==> src/rtl/cart_sav_io_if.sv <==
// SD block-transfer link between the save engine and the HPS image server.
//
// Handshake: the engine raises exactly one of sd_rd/sd_wr as a block request
// (valid) with sd_lba stable, and holds it until it sees sd_ack (ready) high.
// It then drops the request, and sd_ack stays high for the whole 256-word
// block. The words move on sd_buff_addr/sd_buff_dout/sd_buff_wr (load) or on
// sd_buff_addr/sd_buff_din (save). The falling edge of sd_ack ends the block.
interface cart_sav_io_if;
  logic [31:0] sd_lba;
  logic        sd_rd;
  logic        sd_wr;
  logic        sd_ack;
  logic [7:0]  sd_buff_addr;
  logic [15:0] sd_buff_dout;
  logic        sd_buff_wr;
  logic [15:0] sd_buff_din;

  // Engine side: issues block requests, sources save data.
  modport master (
    output sd_lba, sd_rd, sd_wr, sd_buff_din,
    input  sd_ack, sd_buff_addr, sd_buff_dout, sd_buff_wr
  );

  // HPS side: acknowledges blocks, sources load data.
  modport slave (
    input  sd_lba, sd_rd, sd_wr, sd_buff_din,
    output sd_ack, sd_buff_addr, sd_buff_dout, sd_buff_wr
  );
endinterface

==> src/rtl/cart_sav_io.sv <==
// Backup-RAM save/load engine. It moves cartridge RAM to and from the SD save
// image in 512-byte blocks through cram port B, seen here as one 16-bit word
// port. A dirty flag makes sure saves only happen after the RAM has changed.
module cart_sav_io #(
  parameter int TIMEOUT_W = 24
) (
  input  logic        clk_sys,
  input  logic        reset_n,
  input  logic [7:0]  cart_ram_size,
  input  logic        mbc2,
  input  logic        mbc_battery,
  input  logic        img_mounted,
  input  logic        img_readonly,
  input  logic [31:0] img_size,
  input  logic        bk_load,
  input  logic        bk_save,
  input  logic        cpu_cram_wr,
  cart_sav_io_if.master sd,
  output logic [15:0] cram_b_addr,
  output logic        cram_b_wren,
  output logic [15:0] cram_b_data,
  input  logic [15:0] cram_b_q,
  output logic        busy,
  output logic        dirty,
  output logic        error,
  output logic [1:0]  dbg_state
);

  typedef enum logic [1:0] {S_IDLE, S_REQ, S_XFER, S_NEXT} state_t;

  // The abort happens on the cycle the counter would reach all-ones, which
  // gives 2**TIMEOUT_W-1 cycles of waiting in REQ.
  localparam logic [TIMEOUT_W-1:0] TMO_LAST = {{(TIMEOUT_W-1){1'b1}}, 1'b0};
  localparam logic [TIMEOUT_W-1:0] TMO_ONE  = {{(TIMEOUT_W-1){1'b0}}, 1'b1};

  state_t               state_q, state_d;
  logic [7:0]           blk_q, blk_d;
  logic                 save_q, save_d;
  logic [TIMEOUT_W-1:0] tmo_q, tmo_d;
  logic                 mounted_q;
  logic                 load_pend_q;

  logic [7:0]  blk_last;
  logic        has_ram;
  logic        sav_ok;
  logic        accept_load;
  logic        accept_save;
  logic        timeout;
  logic        buff_phase;
  logic [15:0] word_addr;

  // Last block index from the header. Block counts are powers of two, so the
  // same value also masks the block bits of the cram word address.
  always_comb begin
    blk_last = 8'd0;
    has_ram  = 1'b1;
    if (!mbc2) begin
      case (cart_ram_size)
        8'd1:    blk_last = 8'd3;
        8'd2:    blk_last = 8'd15;
        8'd3:    blk_last = 8'd63;
        8'd4:    blk_last = 8'd255;
        default: has_ram  = 1'b0;
      endcase
    end
  end

  assign sav_ok     = mbc_battery & has_ram & mounted_q;
  assign buff_phase = (state_q == S_XFER) || ((state_q == S_REQ) && sd.sd_ack);
  assign word_addr  = {blk_q & blk_last, sd.sd_buff_addr};
  assign dbg_state  = state_q;

  // Save data goes straight from the RAM output register, so a word appears
  // two cycles after its sd_buff_addr.
  assign sd.sd_buff_din = cram_b_q;

  // FSM state and transfer bookkeeping registers.
  always_ff @(posedge clk_sys or negedge reset_n) begin
    if (!reset_n) begin
      state_q <= S_IDLE;
      blk_q   <= 8'd0;
      save_q  <= 1'b0;
      tmo_q   <= '0;
    end else begin
      state_q <= state_d;
      blk_q   <= blk_d;
      save_q  <= save_d;
      tmo_q   <= tmo_d;
    end
  end

  // Next state: request acceptance, block ack tracking, timeout, block stepping.
  always_comb begin
    state_d     = state_q;
    blk_d       = blk_q;
    save_d      = save_q;
    tmo_d       = tmo_q;
    accept_load = 1'b0;
    accept_save = 1'b0;
    timeout     = 1'b0;
    case (state_q)
      S_IDLE: begin
        if ((bk_load || load_pend_q) && sav_ok)
          accept_load = 1'b1;
        else if (bk_save && sav_ok && !img_readonly && dirty)
          accept_save = 1'b1;
        if (accept_load || accept_save) begin
          state_d = S_REQ;
          blk_d   = 8'd0;
          save_d  = accept_save;
          tmo_d   = '0;
        end
      end
      S_REQ: begin
        if (sd.sd_ack) begin
          state_d = S_XFER;
        end else if (tmo_q == TMO_LAST) begin
          timeout = 1'b1;
          state_d = S_IDLE;
        end else begin
          tmo_d = tmo_q + TMO_ONE;
        end
      end
      S_XFER: begin
        if (!sd.sd_ack) state_d = S_NEXT;
      end
      S_NEXT: begin
        if (blk_q >= blk_last) begin
          state_d = S_IDLE;
        end else begin
          blk_d   = blk_q + 8'd1;
          tmo_d   = '0;
          state_d = S_REQ;
        end
      end
      default: state_d = S_IDLE;
    endcase
  end

  // Registered SD request and cram port-B outputs, derived from next state.
  always_ff @(posedge clk_sys or negedge reset_n) begin
    if (!reset_n) begin
      sd.sd_rd    <= 1'b0;
      sd.sd_wr    <= 1'b0;
      sd.sd_lba   <= 32'd0;
      busy        <= 1'b0;
      cram_b_wren <= 1'b0;
      cram_b_addr <= 16'd0;
      cram_b_data <= 16'd0;
    end else begin
      sd.sd_rd    <= (state_d == S_REQ) && !save_d;
      sd.sd_wr    <= (state_d == S_REQ) && save_d;
      busy        <= (state_d != S_IDLE);
      if (state_d == S_REQ) sd.sd_lba <= {24'd0, blk_d};
      cram_b_wren <= 1'b0;
      if (buff_phase) begin
        if (save_q) begin
          cram_b_addr <= word_addr;
        end else if (sd.sd_buff_wr) begin
          cram_b_wren <= 1'b1;
          cram_b_addr <= word_addr;
          cram_b_data <= sd.sd_buff_dout;
        end
      end
    end
  end

  // Mount tracking, queued auto-load, dirty and sticky error flags.
  always_ff @(posedge clk_sys or negedge reset_n) begin
    if (!reset_n) begin
      mounted_q   <= 1'b0;
      load_pend_q <= 1'b0;
      dirty       <= 1'b0;
      error       <= 1'b0;
    end else begin
      if (img_mounted) begin
        mounted_q   <= (img_size != 32'd0);
        load_pend_q <= (img_size != 32'd0) && mbc_battery && has_ram;
      end else if (accept_load) begin
        load_pend_q <= 1'b0;
      end

      // A CPU write on the accept cycle is folded into the transfer.
      if (accept_load || accept_save)
        dirty <= 1'b0;
      else if ((timeout && save_q) || cpu_cram_wr)
        dirty <= 1'b1;

      if (accept_load || accept_save)
        error <= 1'b0;
      else if (timeout)
        error <= 1'b1;
    end
  end

endmodule
==> src/flat_wrapper.sv <==
// flat-port wrapper written by rule: the top's interface ports become plain ports
module cart_sav_io_flat 
#(
  parameter int TIMEOUT_W = 24
)
  (clk_sys, reset_n, cart_ram_size, mbc2, mbc_battery, img_mounted, img_readonly, img_size, bk_load, bk_save, cpu_cram_wr, cram_b_addr, cram_b_wren, cram_b_data, cram_b_q, busy, dirty, error, dbg_state, sd_sd_lba, sd_sd_rd, sd_sd_wr, sd_sd_buff_din, sd_sd_ack, sd_sd_buff_addr, sd_sd_buff_dout, sd_sd_buff_wr);
  cart_sav_io_if sd_i ();
  input  logic clk_sys;
  input  logic reset_n;
  input  logic [7:0] cart_ram_size;
  input  logic mbc2;
  input  logic mbc_battery;
  input  logic img_mounted;
  input  logic img_readonly;
  input  logic [31:0] img_size;
  input  logic bk_load;
  input  logic bk_save;
  input  logic cpu_cram_wr;
  output logic [15:0] cram_b_addr;
  output logic cram_b_wren;
  output logic [15:0] cram_b_data;
  input  logic [15:0] cram_b_q;
  output logic busy;
  output logic dirty;
  output logic error;
  output logic [1:0] dbg_state;
  output wire logic [$bits(sd_i.sd_lba)-1:0] sd_sd_lba;
  output wire logic [$bits(sd_i.sd_rd)-1:0] sd_sd_rd;
  output wire logic [$bits(sd_i.sd_wr)-1:0] sd_sd_wr;
  output wire logic [$bits(sd_i.sd_buff_din)-1:0] sd_sd_buff_din;
  input wire logic [$bits(sd_i.sd_ack)-1:0] sd_sd_ack;
  input wire logic [$bits(sd_i.sd_buff_addr)-1:0] sd_sd_buff_addr;
  input wire logic [$bits(sd_i.sd_buff_dout)-1:0] sd_sd_buff_dout;
  input wire logic [$bits(sd_i.sd_buff_wr)-1:0] sd_sd_buff_wr;
  assign sd_sd_lba = sd_i.sd_lba;
  assign sd_sd_rd = sd_i.sd_rd;
  assign sd_sd_wr = sd_i.sd_wr;
  assign sd_sd_buff_din = sd_i.sd_buff_din;
  assign sd_i.sd_ack = sd_sd_ack;
  assign sd_i.sd_buff_addr = sd_sd_buff_addr;
  assign sd_i.sd_buff_dout = sd_sd_buff_dout;
  assign sd_i.sd_buff_wr = sd_sd_buff_wr;
  cart_sav_io #(.TIMEOUT_W(TIMEOUT_W)) u_core (.clk_sys(clk_sys), .reset_n(reset_n), .cart_ram_size(cart_ram_size), .mbc2(mbc2), .mbc_battery(mbc_battery), .img_mounted(img_mounted), .img_readonly(img_readonly), .img_size(img_size), .bk_load(bk_load), .bk_save(bk_save), .cpu_cram_wr(cpu_cram_wr), .sd(sd_i), .cram_b_addr(cram_b_addr), .cram_b_wren(cram_b_wren), .cram_b_data(cram_b_data), .cram_b_q(cram_b_q), .busy(busy), .dirty(dirty), .error(error), .dbg_state(dbg_state));
endmodule
==> config.mk <==
export PLATFORM = sky130hd
export DESIGN_NAME = cart_sav_io_flat
export DESIGN_NICKNAME = d
export VERILOG_FILES = /design/src/rtl/cart_sav_io_if.sv /design/src/rtl/cart_sav_io.sv /design/src/flat_wrapper.sv
export SDC_FILE = /design/constraint.sdc
export NUM_CORES = 1
export LEC_CHECK = 0
export ABC_AREA = 1
export CAP_MARGIN = 20
export CORE_ASPECT_RATIO = 2
export CORE_UTILIZATION = 49
export DETAILED_ROUTE_END_ITERATION = 6
export PLACE_DENSITY = 0.86
export SYNTH_ARGS = -nofsm -noshare
export SYNTH_HDL_FRONTEND = slang
export SYNTH_SLANG_ARGS = --single-unit
==> constraint.sdc <==
create_clock -name clk_sys -period 3.1 [get_ports clk_sys]
set_input_delay 0.62 -clock clk_sys [delete_from_list [all_inputs] [get_ports clk_sys]]
set_output_delay 0.62 -clock clk_sys [all_outputs]
set_load 0.005 [all_outputs]
==> results of run 1 <==
==> state kept, by name, summed over array words and instances, names as in the netlist <==
| signal | count |
|---|---|
| u_core.save_q | 1 |
| u_core.sd.sd_wr | 1 |
| u_core.blk_q | 8 |
| u_core.mounted_q | 1 |
| u_core.error | 1 |
| u_core.cram_b_data | 16 |
| u_core.tmo_q | 24 |
| u_core.busy | 1 |
| u_core.cram_b_wren | 1 |
| u_core.load_pend_q | 1 |
| u_core.sd.sd_rd | 1 |
| u_core.dirty | 1 |
| u_core.sd.sd_lba | 8 |
| u_core.cram_b_addr | 16 |
| u_core.dbg_state | 2 |
==> what timing repair did <==
action	in CTS	in global routing
setup buffers	0	7
gates resized for setup	0	43
setup endpoints to repair	0	40
==> how the worst min path moves through the flow <==
stage,start,endpoint,slack (ns),depth (start not counted)
after floorplan,reset_n,u_core.blk_q[0],0.32,0
after global placement,u_core.cram_b_data[6],u_core.cram_b_data[6],0.45,2
after detailed placement,u_core.sd.sd_lba[3],u_core.sd.sd_lba[3],0.46,2
after CTS,u_core.sd.sd_lba[3],u_core.sd.sd_lba[3],0.48,2
after global routing,reset_n,u_core.tmo_q[11],0.12,1
final,reset_n,u_core.tmo_q[10],0.12,1
==> worst reg2reg max path: stages (launching register included) <==
cell       delay (ns)
dfrtp_1          0.58
ha_4             0.28
a21oi_1          0.14
o21ai_0          0.11
nand2_1          0.12
buf_4            0.13
nand3_4          0.12
a21oi_4          0.17
nand2_4          0.15
clkbuf_16        0.21
nand2_1          0.10
o21ai_2          0.07
==> layer usage <==
| layer | up-vias | routed length [um] | track usage (%) |
|---|---|---|---|
| li1 | 2222 | - | - |
| met1 | 2294 | 4930 | 25.1 |
| met2 | 180 | 8370 | 49.4 |
| met3 | 74 | 528 | 4.36 |
| met4 | 0 | 849 | 18.8 |
| met5 | - | 0 | 0 |
==> stage by stage <==
step                      worst slack, ns  hold slack (ns)  setup TNS, ns  total power [W]  instance area [um2]
final                              0.0911            0.116              0          0.00442                 6970
after CTS                           0.111            0.480              0          0.00413                 6630
after global placement             -0.159            0.453          -4.56          0.00279                 6270
after detailed placement           -0.249            0.463          -7.87          0.00284                 6270
after floorplan                     0.228            0.324              0          0.00220                 5140
after global routing              -0.0881            0.116         -0.936          0.00464                 6970
==> cells in the final DEF (no fill, tap or decap), types with 2 or more instances in the layout <==
cell | netlist | final
nand2_1 | 200 | 194
inv_8 | 0 | 2
ha_4 | 0 | 4
nand4_1 | 24 | 24
buf_6 | 1 | 3
ha_1 | 23 | 19
nand3_1 | 28 | 28
buf_4 | 42 | 20
a21oi_1 | 6 | 4
xor2_1 | 14 | 14
nor2_1 | 31 | 28
inv_1 | 55 | 51
inv_2 | 0 | 4
o21ai_2 | 5 | 6
nand2_4 | 0 | 3
nand2_2 | 3 | 7
nor4_1 | 10 | 10
clkdlybuf4s50_1 | 0 | 115
conb_1 | 1 | 24
nor3_2 | 3 | 3
nand3b_1 | 2 | 2
o211ai_1 | 2 | 2
clkbuf_16 | 0 | 13
bufinv_16 | 0 | 3
o21ai_0 | 24 | 16
mux2_2 | 16 | 16
dfrtp_1 | 83 | 83
o21ai_1 | 1 | 8
or2_2 | 14 | 14
xnor2_1 | 3 | 3
nor3_1 | 8 | 8
a21oi_2 | 1 | 2
dlymetal6s2s_1 | 0 | 6
nor2_2 | 3 | 6
==> where the power goes <==
group | internal (W) | switching (W) | leakage [nW]
Clock | 0.000821 | 0.000465 | 0.173
Combinational | 0.000864 | 0.000840 | 2.08
Sequential | 0.00129 | 0.000142 | 1.10
Total | 0.00298 | 0.00145 | 3.35
==> layout make-up <==
cell class | count | area, um2 | area share (%)
tap | 135 | 169 | 2.42
timing repair buffer | 151 | 1570 | 22.6
sequential | 83 | 2080 | 29.8
inverter | 55 | 206 | 2.96
clock buffer | 10 | 239 | 3.43
clock inverter | 6 | 120 | 1.72
multi-input combinational | 457 | 2580 | 37.1
==> logic make-up (layout without fill, tap and decap cells) <==
kind of cell,Yosys count,in the layout
buffers and inverters,107,222
DFF,83,83
muxes,16,16
other,1,24
AOI/OAI and AO/OA,45,45
and+or+nand+nor,331,332
xor gates and xnor gates,17,17
adders and majority gates,23,23
==> run metrics, run 1 <==
clock period minus final worst setup slack 3.01 ns; Warnings, synthesis 0; multiplexer area fraction after synthesis 3.57%; Remaining Overflow, GRT 0; routed length per placed instance 16.4 um; Clk Latency, worst-skew pair 0.34 ns; main combinational cell family by area after synthesis simple AND/OR/NAND/NOR gates; synthesis-stage register bit count 83; Crit. path cell count 19; H-tree levels 3; highest achievable clock rate 332 MHz; number of failing hold endpoints at the final stage 0; Buffers & Inverters on Critical Path 6; Worst path top cell family by delay buffers and inverters; Root Buffer clkbuf_16; largest net degree at the start of global routing 84; clock-pin slew of the registers on the worst-case setup and hold paths 0.06 ns; number of antenna violations at the first check in global routing 0; count of nets after finishing 871; synth unique cells 40; MaxCap Viol Count 0; vias in the first global route 4,743; Power Density 635 nW/um2; final setup violation count 0; final critical-path share of the clock period 97.1%; number of port buffers 122; Post-Route WL 14,700 um; Die Outline Area 10,700 um2; outcome finished, final reports clean; via count 4,770; number of remaining DRC errors 0; Setup crit end u_core.tmo_q[0]; Clock Skews 0.00760 ns; R2R Setup Slk 0.82 ns; largest cells by area after synthesis dfrtp_1 (41%), nand2_1 (15%), buf_4 (6.2%), ha_1 (5.7%), inv_1 (4.1%); area of the mapped netlist 5050 um2; share of the synthesized area in compound gates (AO/OA/AOI/OAI) 5.45%; Synth Area in Adders 5.70%; final design utilization 69.1%; chip height 146 um; path depth of the worst reg2reg path 11; Mean Syn Cell Area 8.11 um2; Post-Synthesis Cells 623; Worst Hold Class input pin to async pin; data required time at the worst endpoint 3.33 ns; floorplan core area 10,100 um2; type of destination of the critical path flop; routability-driven placement congestion ratio 0.924; share of synthesized flip-flops with an asynchronous set or reset 100%; count of flip-flops with a built-in enable after synthesis 0; Leak Pwr 3.35 nW; total global routing track utilization 26.8%; launching instance or port of the critical path cart_ram_size[0]; clock tree from TritonCTS yes; number of max-slew violations in the final report 0; CTS Buffer Depth 2; placed cell count 868; DRT antenna net count 0; number of diodes added for antenna fixing 0; worst max-slew margin expressed relative to the limit 36.9%; IR Drop Worst-Case VDD 426 uV; destination of the worst register-to-register timing path u_core.tmo_q[0]; library cell contributing the largest single delay on the critical path clkdlybuf4s50_1; cell type with the highest aggregate area in the netlist dfrtp_1; Core Rows 52; cell with the most instances after synthesis nand2_1; series of cell instances along the critical path clkdlybuf4s50_1, inv_2, nand2_2, nor2_2, nand2_1, nor2_2, inv_2, o21ai_2, inv_1, ha_4, a21oi_2, o21a_1, buf_6, nand3_4, a21oi_4, nand2_4, clkbuf_16, nand2_1, o21ai_2; leading register cell type out of synthesis dfrtp_1; top cell type's share of synthesized area 41.1%; post-synthesis xor/xnor area fraction 2.95%; cts bufs inserted 9; Final HPWL DP 10,300 um; measured slew at the worst slew-check pin 0.945 ns; simple logic cell fraction of the synthesized area 29.3%; width of the die 73.8 um; violation count after the first detailed-routing iteration 295; number of buffers inserted by hold repair at cts 0; critical path class input pin to flop; effective utilization at floorplan 50.1%; peak fanout along the critical path 9; signal arrival time at the worst endpoint 3.24 ns; Syn-to-layout area delta 38.0%; clk sinks 83; worst reg2reg startpoint u_core.blk_q[3]; Filler cells 761; Initial DRT Pass Iterations 4; ratio of cells with drive above 1 in the final layout 15.5%; detail-routed via count per cell 5.32; slowest cell delay on critical path 0.41 ns; Seq/Total Area, Yosys 41.1%; number of non-filler instances in the completed layout 897; kind of start point of the critical path input pin; most numerous cell types in the synthesized netlist nand2_1 (200), dfrtp_1 (83), inv_1 (55); number of top-level pins 179; global-route wire length before repair 21,900 um
(Power assumes the default switching activity.)
==> run 2, diff against run 1 <==
--- a/config.mk
+++ b/config.mk
@@ -8,9 +8,11 @@
 export ABC_AREA = 1
 export CAP_MARGIN = 20
 export CORE_ASPECT_RATIO = 2
+export CORE_MARGIN = 2
 export CORE_UTILIZATION = 49
+export CTS_CLUSTER_DIAMETER = 30
 export DETAILED_ROUTE_END_ITERATION = 6
-export PLACE_DENSITY = 0.86
+export PLACE_DENSITY = 0.95
 export SYNTH_ARGS = -nofsm -noshare
 export SYNTH_HDL_FRONTEND = slang
 export SYNTH_SLANG_ARGS = --single-unit
==> run metrics, run 2 (synthesis results as in run 1) <==
worst reg2reg startpoint u_core.dbg_state[1]; detail-routed via count per cell 5.20 (-2.2%); placement-stage worst setup slack -0.236 ns (+0.0126 ns); Worst Hold Class input pin to async pin; routed length per placed instance 14.9 um (-9.1%); peak fanout along the critical path 10 (+1); Initial DRT Pass Iterations 5 (+1); vias in the first global route 4,584 (-3.4%); DRT antenna net count 0 (unchanged); largest net degree at the start of global routing 84 (unchanged); met2 track utilization from global routing 43.2% (-6.3 points); cts bufs inserted 9 (unchanged); critical path class input pin to flop; post-CTS setup buffers 0 (unchanged); number of port buffers 122 (unchanged); routability-driven placement congestion ratio 0.965 (+4.4%); destination of the worst register-to-register timing path u_core.cram_b_data[13]; Power Density 581 nW/um2 (-8.5%); measured slew at the worst slew-check pin 0.924 ns (-0.0209 ns); H-tree levels 3 (unchanged); net switching share of the total power 34.3% (+1.5 points); sequential fraction of design power 37.1% (+4.7 points); count of nets after finishing 859 (-1.4%); met3 capacity usage during global routing 3.82% (-0.55 points); final setup violation count 0 (unchanged); Die Outline Area 11,200 um2 (+4.1%); number of non-filler instances in the completed layout 885 (-1.3%); Syn-to-layout area delta 30.8%; worst max-slew margin expressed relative to the limit 38.3% (+1.4 points); number of flip-flops in the largest register 24 (unchanged); Filler cells 818 (+7.5%); switching power summed over all nets 0.00132 W (-9.2%); clock tree from TritonCTS yes; violation count after the first detailed-routing iteration 308 (+4.4%); number of diodes added for antenna fixing 0 (unchanged); clock-pin slew of the registers on the worst-case setup and hold paths 0.07 ns (about the same); placed cell count 869 (+0.12%); register with the highest flop count u_core.tmo_q; final worst slack 0.207 ns (+0.116 ns); floorplan core area 10,100 um2 (unchanged); most frequent cells in the layout nand2_1 (199), clkdlybuf4s50_1 (121), dfrtp_1 (83), inv_1 (54), nor2_1 (29); met1 layer usage reported by global route 25.4% (+0.29 points); IR Drop Worst-Case VDD 355 uV (-17%); Clock Skews 0.00887 ns (+0.00127 ns); highest achievable clock rate 346 MHz (+4.0%); signal arrival time at the worst endpoint 3.18 ns (-0.06 ns); total negative slack 0 ns (unchanged); final critical-path share of the clock period 93.3% (-3.8 points); Core Rows 52 (unchanged); total global routing track utilization 24.5% (-2.2 points); CTS Buffer Depth 2 (unchanged); Root Buffer clkbuf_16; number of failing hold endpoints at the final stage 0 (unchanged); ratio of cells with drive above 1 in the final layout 12.4% (-3.1 points); kind of start point of the critical path input pin; via count 4,603 (-3.5%); chip height 148 um (+1.4%); number of top-level pins 179 (unchanged); Clk Latency, worst-skew pair 0.34 ns (about the same); Post-Route WL 13,200 um (-10%); grt peak-use layer met2; combinational group share of total power 36.5% (-2.0 points); clk sinks 83 (unchanged); R2R Setup Slk 0.99 ns (+0.17 ns); number of antenna violations at the first check in global routing 0 (unchanged); largest registers in the final layout u_core.tmo_q: 24 flops, u_core.cram_b_addr: 16 flops, u_core.cram_b_data: 16 flops; data required time at the worst endpoint 3.38 ns (+0.05 ns); path depth of the worst reg2reg path 9 (-2); effective utilization at floorplan 50.1% (unchanged); width of the die 75.8 um (+2.7%); Hold Slack 0.298 ns (+0.182 ns); design internal power 0.00252 W (-15%); Remaining Overflow, GRT 0 (unchanged); Clk network pwr share 26.4% (-2.7 points); number of max-slew violations in the final report 0 (unchanged); most common cell after layout, fill and taps aside nand2_1; MaxCap Viol Count 0 (unchanged); type of destination of the critical path flop; global-route wire length before repair 21,000 um (-4.4%); outcome finished, final reports clean; Final HPWL DP 9870 um (-4.1%); number of remaining DRC errors 0 (unchanged); clock period minus final worst setup slack 2.89 ns (-0.116 ns); Leak Pwr 3.15 nW (-6.1%)
-- run 2: cell count changes in the layout (fill, tap and decap cells not counted), sizes merged --
cell | previous run | this run
bufinv | 3 | 0
nand2 | 204 | 203
buf | 26 | 19
dlymetal6s2s | 6 | 0
clkbuf | 14 | 10
clkdlybuf4s50 | 115 | 121
clkinvlp | 1 | 2
clkinv | 0 | 2
-- run 2: per-stage QoR --
| stage | area (um2) | power, W | util (%) |
|---|---|---|---|
| 6_report | 6610 | 0.00384 | 65.5 |
| 5_1_grt | 6610 | 0.00406 | 65.5 |
| 2_1_floorplan | 5140 | 0.00220 | - |
| 4_1_cts | 6570 | 0.00385 | 65.2 |
| 3_5_place_dp | 6290 | 0.00283 | 62.4 |
| 3_3_place_gp | 6290 | 0.00278 | 62.4 |
-- run 2: worst max-delay path, stage by stage --
cell,delay [ns]
clkdlybuf4s50_1,0.44
inv_1,0.07
nand2_1,0.06
nor2_2,0.10
nand2_1,0.09
nor2_2,0.11
inv_1,0.08
nand2_1,0.09
inv_1,0.09
ha_4,0.29
nand2_1,0.06
o21ai_0,0.19
nand2_1,0.13
nand4_1,0.19
nand3_1,0.09
nand2_1,0.08
nand2_2,0.08
nand2_4,0.14
nand2_1,0.07
nand2_1,0.08
-- run 2: area by class of cell --
| cell class | count | area (um2) | share of cell area, % |
|---|---|---|---|
| Clock buffer | 10 | 229 | 3.47 |
| Clock inverter | 6 | 48.8 | 0.738 |
| Inverter | 55 | 206 | 3.12 |
| Multi-Input combinational cell | 456 | 2500 | 37.8 |
| Sequential cell | 83 | 2080 | 31.4 |
| Tap cell | 135 | 169 | 2.56 |
| Timing Repair Buffer | 140 | 1380 | 20.9 |
-- run 2: worst max path at each step --
stage                          end             start  slack (ns)
3_5_place_dp   u_core.sd.sd_lba[0]  cart_ram_size[7]       -0.24
6_report       u_core.sd.sd_lba[0]  cart_ram_size[7]        0.21
2_1_floorplan     u_core.tmo_q[18]  cart_ram_size[4]        0.23
3_3_place_gp   u_core.sd.sd_lba[0]  cart_ram_size[4]       -0.11
5_1_grt           u_core.tmo_q[16]  cart_ram_size[5]       -0.04
4_1_cts        u_core.sd.sd_lba[0]  cart_ram_size[7]        0.11
-- run 2: routing by layer --
| metal | share of wire (%) | routed length, um |
|---|---|---|
| met2 | 56 | 7380 |
| met1 | 33 | 4400 |
| met3 | 4.1 | 539 |
| met5 | 0 | 0 |
| met4 | 6.4 | 842 |
-- run 2: repair_timing --
action                                  4_1_cts  5_1_grt
endpoints found under the setup margin        0       41
resized for setup                             0       10
hold buffers                                  0        0
-- run 2: power groups by stage --
stage,logic (W),clock network [W],registers [W]
after floorplan,0.000757,0,0.00144
after global placement,0.00135,0,0.00143
after detailed placement,0.00139,0,0.00144
after CTS,0.00140,0.00103,0.00142
after global routing,0.00154,0.00108,0.00145
final,0.00140,0.00101,0.00142
